--- config.mk ---
export PLATFORM = sky130hd
export DESIGN_NAME = blink_monitor
export DESIGN_NICKNAME = d
export VERILOG_FILES = /design/src/rtl/blink_monitor.sv
export SDC_FILE = /design/constraint.sdc
export NUM_CORES = 1
export LEC_CHECK = 0
export CAP_MARGIN = 20
export CORE_ASPECT_RATIO = 0.6
export CORE_MARGIN = 4
export CORE_UTILIZATION = 50
export DETAILED_ROUTE_END_ITERATION = 16
export PLACE_DENSITY = 0.8
export SLEW_MARGIN = 25
export SYNTH_ARGS = -nofsm -noshare
export SYNTH_HDL_FRONTEND = slang
export SYNTH_SLANG_ARGS = --single-unit
--- constraint.sdc ---
create_clock -name clk_i -period 6 [get_ports clk_i]
set_clock_uncertainty 0.1 [all_clocks]
set_input_delay 0.6 -clock clk_i [delete_from_list [all_inputs] [get_ports clk_i]]
set_output_delay 0.6 -clock clk_i [all_outputs]
set_load 0.01 [all_outputs]
--- src/rtl/blink_monitor.sv ---
// blink_monitor
//   Receive-side checker for the board LED blink pattern. The asynchronous
//   blink input is brought into clk_i through a two-flop synchronizer. Each
//   high width and each rising-to-rising period is measured in clk_i cycles.
//   Every complete period is then checked against the nominal high width and
//   the nominal period, each with a +/- TOL window.
//
// Ports
//   clk_i         in   1      system clock, rising edge
//   rst_ni        in   1      asynchronous reset, active low
//   blink_i       in   1      blink signal, asynchronous to clk_i
//   high_cnt_o    out  CNT_W  last measured high width, cycles
//   period_cnt_o  out  CNT_W  last measured period, cycles
//   meas_valid_o  out  1      one-cycle strobe with each new result
//   high_ok_o     out  1      last high width within T_HIGH_NOM +/- TOL
//   period_ok_o   out  1      last period within T_PERIOD_NOM +/- TOL
//   timeout_o     out  1      sticky: expected edge missing for T_TIMEOUT cycles
//
// States
//   WAIT_RISE | idle after reset or timeout; waits for a rise, no result at that rise
//   HIGH      | blink is high, counting the high width
//   LOW       | blink is low, counting the rest of the period

module blink_monitor #(
    parameter int CLK_FREQ     = 125_000_000,
    parameter int T_HIGH_NOM   = (CLK_FREQ + 9) / 10,
    parameter int T_PERIOD_NOM = CLK_FREQ,
    parameter int TOL          = CLK_FREQ / 1000,
    parameter int T_TIMEOUT    = 2 * T_PERIOD_NOM,
    parameter int CNT_W        = 28
) (
    input  logic             clk_i,
    input  logic             rst_ni,
    input  logic             blink_i,
    output logic [CNT_W-1:0] high_cnt_o,
    output logic [CNT_W-1:0] period_cnt_o,
    output logic             meas_valid_o,
    output logic             high_ok_o,
    output logic             period_ok_o,
    output logic             timeout_o
);

    // Window limits are precomputed so the checks never rely on a
    // wrapping subtraction of the measured value.
    localparam logic [CNT_W-1:0] HIGH_MIN   = CNT_W'(T_HIGH_NOM - TOL);
    localparam logic [CNT_W-1:0] HIGH_MAX   = CNT_W'(T_HIGH_NOM + TOL);
    localparam logic [CNT_W-1:0] PERIOD_MIN = CNT_W'(T_PERIOD_NOM - TOL);
    localparam logic [CNT_W-1:0] PERIOD_MAX = CNT_W'(T_PERIOD_NOM + TOL);
    localparam logic [CNT_W-1:0] TIMEOUT_C  = CNT_W'(T_TIMEOUT);
    localparam logic [CNT_W-1:0] ONE_C      = CNT_W'(1);

    typedef enum logic [1:0] {
        WAIT_RISE = 2'd0,
        HIGH      = 2'd1,
        LOW       = 2'd2
    } state_t;

    state_t           state, state_nxt;
    logic             s1, s2, prev;
    logic             rise, fall;
    logic [CNT_W-1:0] cnt, cnt_nxt;
    logic [CNT_W-1:0] high_w, high_w_nxt;
    logic [CNT_W-1:0] high_cnt_nxt, period_cnt_nxt;
    logic             meas_valid_nxt, high_ok_nxt, period_ok_nxt, timeout_nxt;
    logic             cnt_at_timeout;

    // The synchronizer delay is the same for both edges, so measured
    // widths match the input widths exactly.
    always_ff @(posedge clk_i or negedge rst_ni) begin
        if (!rst_ni) begin
            s1   <= 1'b0;
            s2   <= 1'b0;
            prev <= 1'b0;
        end else begin
            s1   <= blink_i;
            s2   <= s1;
            prev <= s2;
        end
    end

    assign rise           = s2 & ~prev;
    assign fall           = ~s2 & prev;
    assign cnt_at_timeout = (cnt == TIMEOUT_C);

    always_comb begin
        state_nxt      = state;
        cnt_nxt        = cnt;
        high_w_nxt     = high_w;
        high_cnt_nxt   = high_cnt_o;
        period_cnt_nxt = period_cnt_o;
        meas_valid_nxt = 1'b0;
        high_ok_nxt    = high_ok_o;
        period_ok_nxt  = period_ok_o;
        timeout_nxt    = timeout_o;

        case (state)
            WAIT_RISE: begin
                // A fall here is the tail of a pulse whose rise was not seen.
                if (rise) begin
                    state_nxt   = HIGH;
                    cnt_nxt     = ONE_C;
                    timeout_nxt = 1'b0;
                end
            end

            HIGH: begin
                cnt_nxt = cnt + ONE_C;
                if (fall) begin
                    state_nxt  = LOW;
                    high_w_nxt = cnt;
                end else if (cnt_at_timeout) begin
                    state_nxt   = WAIT_RISE;
                    timeout_nxt = 1'b1;
                end
            end

            LOW: begin
                cnt_nxt = cnt + ONE_C;
                // An edge coinciding with the timeout count takes priority.
                if (rise) begin
                    state_nxt      = HIGH;
                    cnt_nxt        = ONE_C;
                    high_cnt_nxt   = high_w;
                    period_cnt_nxt = cnt;
                    meas_valid_nxt = 1'b1;
                    high_ok_nxt    = (high_w >= HIGH_MIN) && (high_w <= HIGH_MAX);
                    period_ok_nxt  = (cnt >= PERIOD_MIN) && (cnt <= PERIOD_MAX);
                end else if (cnt_at_timeout) begin
                    state_nxt   = WAIT_RISE;
                    timeout_nxt = 1'b1;
                end
            end

            default: begin
                state_nxt = WAIT_RISE;
            end
        endcase
    end

    always_ff @(posedge clk_i or negedge rst_ni) begin
        if (!rst_ni) begin
            state        <= WAIT_RISE;
            cnt          <= '0;
            high_w       <= '0;
            high_cnt_o   <= '0;
            period_cnt_o <= '0;
            meas_valid_o <= 1'b0;
            high_ok_o    <= 1'b0;
            period_ok_o  <= 1'b0;
            timeout_o    <= 1'b0;
        end else begin
            state        <= state_nxt;
            cnt          <= cnt_nxt;
            high_w       <= high_w_nxt;
            high_cnt_o   <= high_cnt_nxt;
            period_cnt_o <= period_cnt_nxt;
            meas_valid_o <= meas_valid_nxt;
            high_ok_o    <= high_ok_nxt;
            period_ok_o  <= period_ok_nxt;
            timeout_o    <= timeout_nxt;
        end
    end

endmodule

==> out/qor.yml <==
yosys_warnings: 0
clockBufferDepth: 2
cpMaxStageDelayCell: "nand3_1"
grt_start_max_net_pins: 84
port-buffer-count: 62
cts_tree: "done"
clockRootBuffer: "clkbuf_16"
clkLatencyLatePin_ps: 410
netlist_area_um2: 5700
row_count: 29
yosys-top-cells-area: "dfrtp_1 53%, nand2_1 12%, mux2_2 3.8%"
crit_path_start_kind: "flop"
path_max_fanout: 24
worstPathBufferInverterCount: 1
synth_top_area_share_pct: 53.1
gp_congestion: 0.903
critPathKind: "reg2reg"
rsz0062_at_grt: "no"
cp_data_arrival_time_ps: 3410
drive_gt1_share_pct: 11.9
fmaxAchievable_ghz: 0.314
tns_ps: 0
drc: 0
antenna_found_initial: 0
yosysUniqueCellTypes: 62
die-area_um2: 13200
setup_violations: 0
path_delay_family: "simple AND/OR/NAND/NOR gates"
cts_resized: 0
grt_pass1_vias: 4583
nets: 652
ys_async_sr_fraction_pct: 100
grt_usage_pct: 22.9
synth_enable_flop_cells: 0
worst_slew_pin_slew_ps: 907
synthTopCellsByCount: "188 x nand2_1, 121 x dfrtp_1, 38 x o21ai_0"
via_count: 4760
path_clk_slew_ps: 60
syn_inst: 601
cts_setup_buffers: 0
stdcell_area_um2: 6790
area_growth_pct: 19.1
status: "complete, no violations"
placed_area_um2: 6240
drtPass1Iterations: 5
die_y_um: 90.7
hold_viol_final: 0
slew_viol_final: 0
end_kind: "flop"
drt_iter0_markers: 522
gr-total-overflow: 0
cp_slowest_stage_delay_ps: 810
dp_cells: 763
diodes: 0
fin_crit_ps: 3190
syn_area_per_cell_um2: 9.48
holdCritPathClass: "in2async"
final_antenna_net_count: 0
period_share_pct: 53.1
seq_area_frac_synth_pct: 53.1
p_leak_nw: 3.16
maxCapViolCount: 0
viasPerCell: 5.99
die_x_um: 146
wl_per_cell_um: 18.3
worstPathRequired_ps: 6230
cts_sinks: 121
ys_seq_elements: 121
vdd_drop_max_mv: 0.232
ios: 63
dp_hpwl_um: 9770
power_density_nw_per_um2: 344
cts.htree.levels: 4
rrSetupSlack_ps: 2810
totalWireLength_um: 14500
ctsHoldBuffers: 0
yosys.cell_count.top_type: "nand2_1"
yosysTopAreaCell: "dfrtp_1"
start_util_pct: 52.5
cts_buffers: 17
crit_chain: "inv_1 > ha_1 > a21oi_2 > nand3_1 > or4_1 > o211ai_1"
total_power_mw: 2.34
maxSlewHeadroom_pct: 39.3
ys.flop_type: "dfrtp_1"
instances_no_fill: 795
grt_pass1_wl_um: 24400
syn-num-nets: 610
core-area_um2: 10800
[sequential cells by signal, summed over array words and instances (netlist names)]
name / cells
cnt: 28
meas_valid_o: 1
s1: 1
state: 2
high_w: 28
timeout_o: 1
s2: 1
prev: 1
period_ok_o: 1
period_cnt_o: 28
high_cnt_o: 28
high_ok_o: 1
[cell usage in the layout, fill, tap and decap left out, types with 3 or more instances in the layout]
cell and count:
a31o_2 7, ha_1 6, nor2_1 15, a21o_1 5
and4b_1 3, or3_1 6, a31oi_1 6, clkbuf_16 17
o31ai_1 8, nand3_1 15, or4_2 3, buf_4 3
clkinv_2 5, o211ai_1 4, clkdlybuf4s50_1 61, mux2_2 19
dfrtp_1 121, nand4_1 13, clkinvlp_4 4, nand2_1 188
inv_1 12, o21ai_0 38, or4_1 7, clkbuf_1 3
nor4_1 6, a21oi_1 19, nor3_1 10
[worst reg2reg max path, stage by stage, from the launching register on]
cell and delay [ps]:
dfrtp_1 390, inv_1 90, ha_1 300, a21oi_2 560, nand3_1 810, or4_1 750
o211ai_1 90
[worst paths after layout]
path | start | end | cells after the start
min in group clk_i | s1 | s2 | 0
worst min register to register | s1 | s2 | 0
worst min-delay path | rst_ni | high_cnt_o[10] | 1
worst max register to register | state[0] | cnt[26] | 6
worst max-delay path | state[0] | cnt[26] | 6
max in group asynchronous | rst_ni | cnt[11] | 2
[power breakdown]
| part | total, mW | switching, mW | internal [mW] |
|---|---|---|---|
| sequential | 0.904 | 0.0435 | 0.860 |
| clock | 0.930 | 0.364 | 0.566 |
| combinational | 0.503 | 0.317 | 0.186 |
[cell type report]
type                            count  area, um2
Fill cell                         864       4060
Sequential cell                   121       3030
Clock inverter                     12        103
Tap cell                          139        174
Timing Repair Buffer               65        644
Inverter                           13       48.8
Multi-Input combinational cell    425       2350
Clock buffer                       20        437
[per-layer routing]
layer	wire (um)	share of wire, %	global-route usage [%]
met5	0	0	0
met4	117	0.81	5.13
met3	1300	9.0	6.67
met2	6280	43	32.5
met1	6830	47	34.6
[through the flow]
stage          setup slack [ps]  utilization, %  hold WS (ps)
3_3_place_gp               2620            57.5           232
3_5_place_dp               2520            57.5           237
6_report                   2810            62.6           112
4_1_cts                    2500            62.5           250
5_1_grt                    2600            62.6           185
2_1_floorplan              3700               -           204
[logic make-up after synthesis]
| kind of cell | after synthesis | share of synthesized area [%] |
|---|---|---|
| xor gates and xnor gates | 3 | 0.461 |
| buffers and inverters | 55 | 5.64 |
| muxes | 19 | 3.75 |
| and+or+nand+nor | 290 | 23.8 |
| AOI/OAI and AO/OA | 107 | 11.9 |
| adders and majority gates | 6 | 1.32 |
| DFF | 121 | 53.1 |
No activity file was read; power rests on OpenSTA's default activity.
==> edit: new RTL, same settings <==
The 3 states of `state_t` get a one-hot encoding in 3 bits.
--- a/src/rtl/blink_monitor.sv
+++ b/src/rtl/blink_monitor.sv
@@ -49,10 +49,10 @@
     localparam logic [CNT_W-1:0] TIMEOUT_C  = CNT_W'(T_TIMEOUT);
     localparam logic [CNT_W-1:0] ONE_C      = CNT_W'(1);
 
-    typedef enum logic [1:0] {
-        WAIT_RISE = 2'd0,
-        HIGH      = 2'd1,
-        LOW       = 2'd2
+    typedef enum logic [2:0] {
+        WAIT_RISE = 3'b001,
+        HIGH      = 3'b010,
+        LOW       = 3'b100
     } state_t;
 
     state_t           state, state_nxt;
Behaviour: same outputs for any inputs over 10 cycles, from zero or initial values and one cycle with rst_ni low; not proved beyond that.
==> edit against the original RTL <==
  * Critical path depth fell by 1
  * Cell count decreased by 14%
  * Cell area rose by 0.92%
  * Sequential cell count up 1
  * Die area is 2.8% lower
  * Via count down 13%
  * Setup slack better by 340 ps
  * Wire length is 10% lower
  * Synthesized area is 3.0% lower
Power is not compared: it rests on default switching activity, and its combinational part moved more than twofold at a synthesized area within 25%.
==> edit: results (changes against the original RTL) <==
- Status: complete, no violations
- Placed Cells: 648 (-15%)
- Syn Nets: 481 (-21%)
- Data arrival, critical path: 3080 ps (-330 ps)
- Critical Path Slowest Stage Cell: or4_1
- GPL Wtd Cong: 0.908 (+0.55%)
- Sequential share of the synthesized area: 0.553 (+0.0212)
- Synth cell count leaders: 121 x dfrtp_1, 78 x mux2_2, 32 x nand2_1
- Post-DP HPWL: 8870 um (-9.2%)
- Finished Layout Cells: 680 (-14%)
- Maximum vdd drop: 0.000242 V
- Clock transition at the registers of the reported paths: 60 ps (about the same)
- Max stage delay on crit path: 610 ps (-200 ps)
- Slew @ Worst Pin: 734 ps (-173 ps)
- PwrDens: 288 nW/um^2
- Largest net degree at the start of global routing: 79 (-6.0%)
- H-tree depth: 4 (unchanged)
- Starting DRT DRC Count: 478 (-8.4%)
- Placed cell areas: 6220 sq um (-0.30%)
- Min Hold Slack: 85.5 ps (-26.6 ps)
- First-pass DRT Iterations: 5 (unchanged)
- Via Count: 4127 (-13%)
- Total gr overflow: 0 (unchanged)
- Clock group share of total power: 0.529
- Clk root buf: clkbuf_16
- Post-CTS Setup Inserts: 0 (unchanged)
- Ranking of synthesized cells by area: dfrtp_1 55%, mux2_2 16%, a21oi_1 2.2%
- Overall routing resource usage: 0.215 (-0.0135)
- Netlist cell types: 48 (-23%)
- Yosys warnings: 0 (unchanged)
- WL per Instance: 19.1 um (+4.7%)
- Number of antenna violations at the first check in global routing: 0 (unchanged)
- Pre-CTS WS: 3160 ps (+634 ps)
- CP max FO: 13 (-46%)
- Min-delay worst type: in -> async
- Worst reg-to-reg setup slack: 3150 ps (+340 ps)
- Leak: 3.08 nW
- Avg Cell Area, Syn: 11.6 sq um (+22%)
- Fin nets: 533 (-18%)
- Total CTS buffers: 17 (unchanged)
- Post-CTS sizing: 0 (unchanged)
- First-pass GRT wire length: 21100 um (-13%)
- Sw Ratio: 0.217
- Share of cells above drive strength 1: 0.226 (+0.107)
- Period minus WS final: 2850 ps (-336 ps)
- Async S/R FF share, synth: 1.00 (unchanged)
edit: cell count changes in the layout (fill, tap and decap cells not counted), sizes merged, moves of 5 or more:
cell / delta
o21ai: -17
nor4b: +5
a31o: -6
or4: -5
nand2: -156
nor4bb: +5
a21o: -5
inv: -7
xnor2: +8
mux2: +59
nor2: +7
a31oi: -5
edit: metal layers:
layer	up-vias	global-route usage	routed length, um
li1	1854	-	-
met1	2039	0.318	6190
met2	203	0.310	5620
met3	31	0.0476	1030
met4	0	0.0880	163
met5	-	0	0
edit: cell families (layout without fill, tap and decap cells):
logic type,Yosys count,after routing,share of synthesized area
fa+ha+maj,2,2,0.00453
mux,78,78,0.159
buf+inv,39,104,0.0285
xor+xnor,15,15,0.0238
flops,122,122,0.553
simple gates,148,148,0.152
compound gates,72,72,0.0795
edit: layout make-up:
| type | instances | area, sq um |
|---|---|---|
| fillers | 803 | 3820 |
| flip-flops and latches | 122 | 3050 |
| multi-input cells | 315 | 2330 |
| repair buffers | 66 | 652 |
| clock buffers | 22 | 474 |
| well taps | 139 | 174 |
| clock inverters | 10 | 139 |
| inverters | 6 | 22.5 |
edit: final timing paths:
| path | start | to | depth (start not counted) |
|---|---|---|---|
| setup / recovery | state[2]$_DFFE_PN0P_ | cnt[25]$_DFFE_PN0P_ | 5 |
| hold / removal | rst_ni | high_cnt_o[5]$_DFFE_PN0P_ | 1 |
| setup reg to reg | state[2]$_DFFE_PN0P_ | cnt[25]$_DFFE_PN0P_ | 5 |
| hold reg to reg | s1$_DFF_PN0_ | s2$_DFF_PN0_ | 0 |
| max in group asynchronous | rst_ni | cnt[3]$_DFFE_PN0P_ | 2 |
| min in group clk_i | s1$_DFF_PN0_ | s2$_DFF_PN0_ | 0 |
